**src/rtl/reorder_buffer.sv**
```systemverilog
// Circular reorder buffer: allocates tags at issue, captures CDB results and
// retires entries in program order. A mispredicted branch at the head flushes every entry.
module reorder_buffer #(
    parameter int unsigned ROB_SIZE = 8,
    parameter int unsigned ROB_ADDR = 3
) (
    input  logic                clk_in,
    input  logic                rst_in,
    input  logic                rdy_in,

    input  logic                issue_valid,
    input  logic [1:0]          issue_type,
    input  logic [4:0]          issue_rd,
    output logic [ROB_ADDR-1:0] issue_tag,
    output logic                rob_full,

    input  logic                cdb_valid,
    input  logic [ROB_ADDR-1:0] cdb_tag,
    input  logic [31:0]         cdb_value,
    input  logic                cdb_mispredict,
    input  logic [31:0]         cdb_target,

    input  logic [ROB_ADDR-1:0] query_tag_j,
    input  logic [ROB_ADDR-1:0] query_tag_k,
    output logic                query_ready_j,
    output logic                query_ready_k,
    output logic [31:0]         query_value_j,
    output logic [31:0]         query_value_k,

    output logic                commit_valid,
    output logic [1:0]          commit_type,
    output logic [4:0]          commit_rd,
    output logic [31:0]         commit_value,
    output logic [ROB_ADDR-1:0] commit_tag,
    output logic                RS_clear,
    output logic [31:0]         clear_pc
);

    localparam logic [ROB_ADDR:0]   LP_FULL    = (ROB_ADDR + 1)'(ROB_SIZE);
    localparam logic [ROB_ADDR-1:0] LP_PTR_ONE = {{(ROB_ADDR - 1){1'b0}}, 1'b1};
    localparam logic [ROB_ADDR:0]   LP_CNT_ONE = {{ROB_ADDR{1'b0}}, 1'b1};

    logic [ROB_SIZE-1:0] r_busy;
    logic [ROB_SIZE-1:0] r_ready;
    logic [ROB_SIZE-1:0] r_mispredict;
    logic [1:0]          r_type   [ROB_SIZE];
    logic [4:0]          r_rd     [ROB_SIZE];
    logic [31:0]         r_value  [ROB_SIZE];
    logic [31:0]         r_target [ROB_SIZE];

    logic [ROB_ADDR-1:0] r_head;
    logic [ROB_ADDR-1:0] r_tail;
    logic [ROB_ADDR:0]   r_count;

    logic w_commit;
    logic w_flush;
    logic w_issue;
    logic w_cdb_wr;

    assign rob_full  = (r_count == LP_FULL);
    assign issue_tag = r_tail;

    // A flush discards any issue or CDB write arriving in the same cycle.
    always_comb begin
        w_commit = rdy_in & r_busy[r_head] & r_ready[r_head];
        w_flush  = w_commit & r_mispredict[r_head];
        w_issue  = rdy_in & issue_valid & ~rob_full & ~w_flush;
        w_cdb_wr = rdy_in & cdb_valid & r_busy[cdb_tag] & ~w_flush;
    end

    always_comb begin
        if (cdb_valid && (cdb_tag == query_tag_j)) begin
            query_ready_j = 1'b1;
            query_value_j = cdb_value;
        end else begin
            query_ready_j = r_ready[query_tag_j];
            query_value_j = r_value[query_tag_j];
        end
        if (cdb_valid && (cdb_tag == query_tag_k)) begin
            query_ready_k = 1'b1;
            query_value_k = cdb_value;
        end else begin
            query_ready_k = r_ready[query_tag_k];
            query_value_k = r_value[query_tag_k];
        end
    end

    always_ff @(posedge clk_in or negedge rst_in) begin
        if (!rst_in) begin
            r_busy       <= '0;
            r_ready      <= '0;
            r_mispredict <= '0;
            r_head       <= '0;
            r_tail       <= '0;
            r_count      <= '0;
            commit_valid <= 1'b0;
            commit_type  <= '0;
            commit_rd    <= '0;
            commit_value <= '0;
            commit_tag   <= '0;
            RS_clear     <= 1'b0;
            clear_pc     <= '0;
        end else begin
            commit_valid <= w_commit;
            RS_clear     <= w_flush;
            if (w_commit) begin
                commit_type  <= r_type[r_head];
                commit_rd    <= r_rd[r_head];
                commit_value <= r_value[r_head];
                commit_tag   <= r_head;
            end
            if (w_flush) begin
                clear_pc <= r_target[r_head];
                r_busy   <= '0;
                r_head   <= '0;
                r_tail   <= '0;
                r_count  <= '0;
            end else begin
                if (w_cdb_wr) begin
                    r_ready[cdb_tag]      <= 1'b1;
                    r_mispredict[cdb_tag] <= cdb_mispredict;
                end
                if (w_issue) begin
                    r_busy[r_tail]       <= 1'b1;
                    r_ready[r_tail]      <= (issue_type == 2'd3);
                    r_mispredict[r_tail] <= 1'b0;
                    r_tail               <= r_tail + LP_PTR_ONE;
                end
                if (w_commit) begin
                    r_busy[r_head] <= 1'b0;
                    r_head         <= r_head + LP_PTR_ONE;
                end
                if (w_issue && !w_commit) begin
                    r_count <= r_count + LP_CNT_ONE;
                end else if (!w_issue && w_commit) begin
                    r_count <= r_count - LP_CNT_ONE;
                end
            end
        end
    end

    // Payload is only observed through busy/ready, so it needs no reset.
    always_ff @(posedge clk_in) begin
        if (w_issue) begin
            r_type[r_tail]   <= issue_type;
            r_rd[r_tail]     <= issue_rd;
            r_value[r_tail]  <= '0;
            r_target[r_tail] <= '0;
        end
        if (w_cdb_wr) begin
            r_value[cdb_tag]  <= cdb_value;
            r_target[cdb_tag] <= cdb_target;
        end
    end

endmodule

```
**config.mk**
```make
export PLATFORM = sky130hd
export DESIGN_NAME = reorder_buffer
export DESIGN_NICKNAME = d
export VERILOG_FILES = /design/src/rtl/reorder_buffer.sv
export SDC_FILE = /design/constraint.sdc
export NUM_CORES = 1
export LEC_CHECK = 0
export ABC_AREA = 1
export ABC_CLOCK_PERIOD_IN_PS = 5500
export CAP_MARGIN = 20
export CORE_MARGIN = 2
export CORE_UTILIZATION = 40
export CTS_BUF_LIST = sky130_fd_sc_hd__clkbuf_4 sky130_fd_sc_hd__clkbuf_8 sky130_fd_sc_hd__clkbuf_16
export DETAILED_ROUTE_END_ITERATION = 16
export PLACE_DENSITY = 0.57
export SLEW_MARGIN = 0
export SYNTH_ARGS = -nofsm -noshare
export SYNTH_HDL_FRONTEND = slang
export SYNTH_SLANG_ARGS = --single-unit
```
**constraint.sdc**
```tcl
create_clock -name clk_in -period 5.5 [get_ports clk_in]
set_input_delay 1.1 -clock clk_in [delete_from_list [all_inputs] [get_ports clk_in]]
set_output_delay 1.1 -clock clk_in [all_outputs]
set_load 0.01 [all_outputs]
```
# ---- After elaboration in Yosys (flattened, before gate mapping)
# Memories as Yosys holds them, arrays and structs flattened. A register that Yosys moved wholly into a read port is not among the register bits.
# Index checks and enable logic that the tools add are counted.
dict set report totals {
  ramBits 568
  elab_cells 107
  output_inout_bits 146
  register_bits 39
  in_bits 86
  mem_count 4
}
# name words word_bits rd rd_ports_with_merged_regs wr line
set memory_table {}
lappend memory_table {r_target 8 32 1 1 2 49} ;# logic [31:0] r_target [ROB_SIZE];
lappend memory_table {r_value 8 32 3 1 2 48} ;# logic [31:0] r_value [ROB_SIZE];
lappend memory_table {r_rd 8 5 1 1 1 47} ;# logic [4:0] r_rd [ROB_SIZE];
lappend memory_table {r_type 8 2 1 1 1 46} ;# logic [1:0] r_type [ROB_SIZE];
dict set report op_classes {
  reduce_logical 16
  muxes 45
  n_eq_ne 4
  addsub 4
  magnitude_cmp 8
  bitwise_logic 17
}
# cell count
set op_table {}
lappend op_table {{two-way mux 8 bit} 10}
lappend op_table {{two-way mux 32 bit} 2}
lappend op_table {{less-than comparator 3 x 4 -> 1 bit, second input constant} 5}
lappend op_table {{binary-select mux 1 bit (select 3 bit)} 6}
lappend op_table {{bitwise AND 8 bit} 2}
lappend op_table {{bitwise mux 8 bit} 2}
lappend op_table {{inverter 8 bit} 2}
lappend op_table {{OR 8 bit} 2}
lappend op_table {{two-way mux 1 bit} 15}
lappend op_table {{two-way mux 3 bit} 4}
lappend op_table {{two-way mux 4 bit} 3}
lappend op_table {{bitwise AND 1 bit} 9}
lappend op_table {{demux 1 bit (select 3 bit)} 3}
lappend op_table {{>= comparator 3 x 1 -> 1 bit, second input constant} 3}
lappend op_table {{logical AND 1 bit} 7}
lappend op_table {{adder 3 x 1 -> 3 bit, second input constant} 2}
lappend op_table {{== test 3 bit} 2}
lappend op_table {{logical NOT 1 bit} 6}
lappend op_table {{adder 4 x 1 -> 4 bit, second input constant} 1}
lappend op_table {{== test 4 bit, second input constant} 1}
lappend op_table {{nonzero test 2 bit} 2}
lappend op_table {{subtractor 4 x 1 -> 4 bit, second input constant} 1}
lappend op_table {{nonzero test 3 bit} 1}
lappend op_table {{== test 2 bit, second input constant} 1}
lappend op_table {{inverter 1 bit} 2}

# ---- Longest topological paths before layout
dict set report logic_depth {
  word_depth 12
  ltp_mapped 19
  ltp_nobuf 17
}

# ---- Worst setup path after synthesis
# OpenSTA, ideal clock, no wires.
dict set report synth_timing {
  path_type {input to register}
  startpoint {in cdb_tag[0]}
  endpoint {mem r_target[2][0] (enable)}
  slack_ps 1314
  required_ps 5076
  stages 11
  setup_ps 424
  arrival_ps 3762
  path_cell_list {buf_2 > o21ai_0 > nand2_1 > nand2_1 > nand2_1 > a21oi_4 > buf_4 > nand3_1 > buf_2 > buf_4 > nand2_1}
}
# item line
set synth_rtl {}
lappend synth_rtl {{start: declaration} 18} ;# input logic [ROB_ADDR-1:0] cdb_tag,
lappend synth_rtl {{end: declaration} 49}

# ---- Worst setup path after layout
dict set report layout_timing {
  startpoint {in cdb_tag[0]}
  endpoint {out query_value_j[30]}
}
dict set report layout_via {
  elab_chain_cells 3
}
# item line
set layout_rtl {}
lappend layout_rtl {{== test 3 bit} 72} ;# if (cdb_valid && (cdb_tag == query_tag_j)) begin
lappend layout_rtl {{logical AND 1 bit} 72}
lappend layout_rtl {{two-way mux 32 bit} 72}
lappend layout_rtl {{end: declaration} 27} ;# output logic [31:0] query_value_j,
# No other way between the ends.

==> flow_results.org <==
** Global routing
- Total congestion overflow after global routing :: 0
- The initial antenna violation count was 5.
- The via count of the first global-routing pass came to ~27,000.
- Wire length of the first global-routing pass :: roughly 180,000 um
- Entering global routing, the biggest net connects around 170 pins.
- Global routing used 27.5% of the available tracks across all layers.

** Pwr
- Power dissipated by switching net loads :: roughly 0.0063 W
- The worst-case IR drop observed on VDD is just under 0.4 mV.
- Standby leakage power :: roughly 15 nW
- Power density over the cells :: around 440 nW/um2
- Net switching share of the total power :: a little over a third
- Pwr Total :: approximately 0.017 W
- Total internal power :: ~0.011 W
- Per report_power, the clock group accounts for 30.1% of the total.
- Sequential cells account for 37.8% of the total power.
- Comb power frac :: about 32%

** Route
- Pre-antenna DRT Iters :: 7
- Antenna Violating Nets Remaining :: 0
- The detailed router finished its first iteration with 3,396 violations.
- In the final routed layout, each cell accounts on average for roughly 24 um.
- Ratio of routed vias to standard cells :: 5.71
- Across all layers, the routed design uses roughly 28,000 vias.
- The final layout contains routed wiring with a total length of between 100,000 and 150,000 um.
- After detailed routing, the number of remaining DRC violations is 0.

** Layout
- Number of antenna repair diodes :: 0
- At the end of the flow, the number of nets in the layout was just under 4,000.
- Post-route core utilization :: 47.6%
- Area Overhead vs Synth :: 18.0%
- Final-layout fill cell count :: between 7,000 and 8,000
- In the final layout, the share of cells above drive strength 1 is roughly 6.7%.

** Synthesis
- After synthesis, the largest family of logic cells by area is compound AO/OA/AOI/OAI gates.
- Share of synthesized area occupied by flip-flops and latches :: 58.6%
- Top_reg_cell synth :: edfxtp_1
- The synthesized netlist devotes 0.0778% of its cell area to XOR and XNOR gates.
- Proportion of synthesized area in mux cells :: less than 1%
- After synthesis, the largest area contributor takes up between 50% and 60% of total cell area.
- Biggest area consumer among synthesized cells :: edfxtp_1
- Post-synth EDFFs :: around 570
- For this run, asynchronously set or reset flops after synthesis account for 16.2%.
- Sorting the synthesized cells by area gives the leading types as edfxtp_1 50%, o21ai_0 10%, nor2_1 8.9%.
- Distinct cells, synth :: 34
- The synthesized netlist devotes less than 1% of its cell area to adder and majority cells.
- Compound-gate portion of the synthesized area :: around a fifth
- Flops & latches, synth :: 678
- Syn Inst Count :: between 3,000 and 4,000
- For this run, the number of Yosys warnings is 0.
- The number of nets in the synthesized netlist is around 3,800.
- Average instance area after synthesis :: about 9.2 um2
- Synthesized-area fraction occupied by and/or/nand/nor cells :: around 15%
- Area of the mapped netlist :: roughly 34,000 um2

** Timing
- At the pin with the least slew margin, the transition time is around 0.91 ns.
- Min Tclk post-route :: 4.94 ns
- Based on the critical path, the design can be clocked at up to a little over 0.2 GHz.
- Skew final :: 0.0229 ns
- Final-layout worst hold slack :: between 0.4 and 0.5 ns
- The number of max-slew violations in the final report is 0.
- Final setup violation count :: 0
- Total Neg Setup Slack :: 0 ns
- Final cycle utilization of the critical path :: around nine tenths
- The final number of hold-violating endpoints came to 0.
- Relative max-transition margin :: between 30% and 40%
- Setup repair after global routing missed its margin :: no

** Die
- In this run the vertical extent of the chip is 295 um.
- In this run the core area contains approximately 110 standard-cell rows.
- The floorplan step defined a die boundary enclosing between 80,000 and 90,000 um2.
- For this configuration, the core starts out at a cell density of 40.4%.
- Die span in x :: just under 300 um
- Core Footprint :: 83,700 um2
- IO Pins :: 232

** Clocking
- Clock latency of the later-clocked register in the worst-skew pair :: 0.63 ns
- The cell sitting at the root of the clock tree is a clkbuf_16.
- Once the clock tree was built, the resizer swapped 0 gates to a different size.
- The clock passes through at most 3 buffers.
- Clock-pin transition on the worst setup and hold timing paths :: 0.06 ns
- Setup Buffers After CTS :: 0
- Clock tree from TritonCTS :: built
- # H-tree levels :: 3
- In this run, post-CTS hold repair placed 0 buffers.
- Number of buffers inserted during clock tree synthesis :: 76
- Clock sinks :: between 600 and 700

** Place
- Final weighted congestion in routability-driven placement :: 0.849
- Estimated wirelength of the detail-placed design :: around 67,000 um
- Count of buffers from port buffering :: 231

** Setup path
- Startpoint kind of the worst setup timing path :: input pin
- Category of the worst setup path capture point :: output port
- For the worst setup path, the data required time is between 4 and 5 ns.
- At the worst endpoint, the arrival time is around 3.8 ns.
- Highest fanout seen on the critical path :: 29
- Worst Setup Path Type :: in2out

** Run
- Count of max-cap constraint violations :: 0

** Outcome
- Status :: completed

** Hold path
- The path class of the tightest hold or removal check is reg2reg.
==> cells by family after synthesis <==
kind of cell / Yosys count
simple gates: 1269
compound gates: 1201
flops: 678
buf+inv: 528
fa+ha+maj: 5
xor+xnor: 3
mux: 3
==> metrics by stage <==
stage	worst slack [ns]	std cells	cell area, um2
finish	0.563	4980	39900
global placement	0.606	4842	37300
floorplan	1.31	3687	33800
detailed placement	0.636	4842	37300
global route	0.431	4980	39900
CTS	0.640	4980	39900
==> cell usage in the layout (no fill, tap or decap), types with 60 or more instances in the layout <==
master             n
nand3_1           60
clkdlybuf4s50_1  224
dfrtp_1          109
nor2_1           800
o21ai_0          684
nand2_1          361
edfxtp_1         568
o21a_1            80
clkbuf_16         76
a21oi_1          274
inv_1            193
==> worst paths after layout <==
path | from | to | slack [ns] | cells after the start
max in group asynchronous | rst_in | clear_pc[8] | 3.82 | 2
min in group asynchronous | rst_in | commit_value[3] | 0.52 | 1
worst max register to register | r_head[1] | r_value[4][19] | 1.51 | 9
worst min-delay path | commit_value[12] | commit_value[12] | 0.48 | 2
worst max-delay path | cdb_tag[0] | query_value_j[30] | 0.56 | 10
worst min register to register | commit_value[12] | commit_value[12] | 0.48 | 2
==> area by class of cell <==
cell class / count / area (um2) / area share (%)
clock buffers: 104 / 2180 / 5.47
clock inverters: 34 / 373 / 0.935
inverters: 238 / 898 / 2.25
multi-input cells: 2481 / 12000 / 30.0
flip-flops and latches: 678 / 19800 / 49.7
well taps: 1134 / 1420 / 3.56
repair buffers: 311 / 3210 / 8.06
==> critical path, cell delays in order <==
cell,delay (ns)
clkdlybuf4s50_1,0.45
buf_4,0.16
clkinv_1,0.24
o22ai_1,0.23
a21oi_1,0.06
nand4_1,0.10
buf_4,0.35
o221ai_1,0.18
o21ai_0,0.27
clkdlybuf4s50_1,0.66
==> synthesized netlist by cell type (58+ instances only) <==
cell type,number
o21a_1,80
clkbuf_1,174
nand2_1,371
a21oi_1,274
o211ai_1,58
nand3_1,67
dfrtp_1,110
nor2_1,803
edfxtp_1,568
inv_1,194
buf_2,74
o21ai_0,684
==> flip-flops by register name, indices dropped and copies added (netlist names) <==
register / count
r_mispredict: 8
r_ready: 8
r_rd: 40
commit_rd: 5
commit_valid: 1
r_target: 256
clear_pc: 32
commit_type: 2
r_count: 4
issue_tag: 3
RS_clear: 1
r_head: 3
r_value: 256
r_busy: 8
commit_value: 32
r_type: 16
commit_tag: 3
==> power groups by stage <==
| stage | registers, W | logic [W] | clock network, W |
|---|---|---|---|
| 6_report | 0.00659 | 0.00561 | 0.00525 |
| 5_1_grt | 0.00665 | 0.00613 | 0.00549 |
| 4_1_cts | 0.00658 | 0.00562 | 0.00531 |
| 3_5_place_dp | 0.00668 | 0.00560 | 0 |
| 3_3_place_gp | 0.00667 | 0.00558 | 0 |
| 2_1_floorplan | 0.00671 | 0.00317 | 0 |
==> metal layers <==
metal,global-route usage [%],share of wire [%],vias to the layer above
met5,0,0.042,-
met4,8.92,3.0,8
met3,4.64,8.3,257
met2,45.0,47,1411
met1,37.2,42,13771
li1,-,-,13006
No activity file was read; power rests on OpenSTA's default activity.
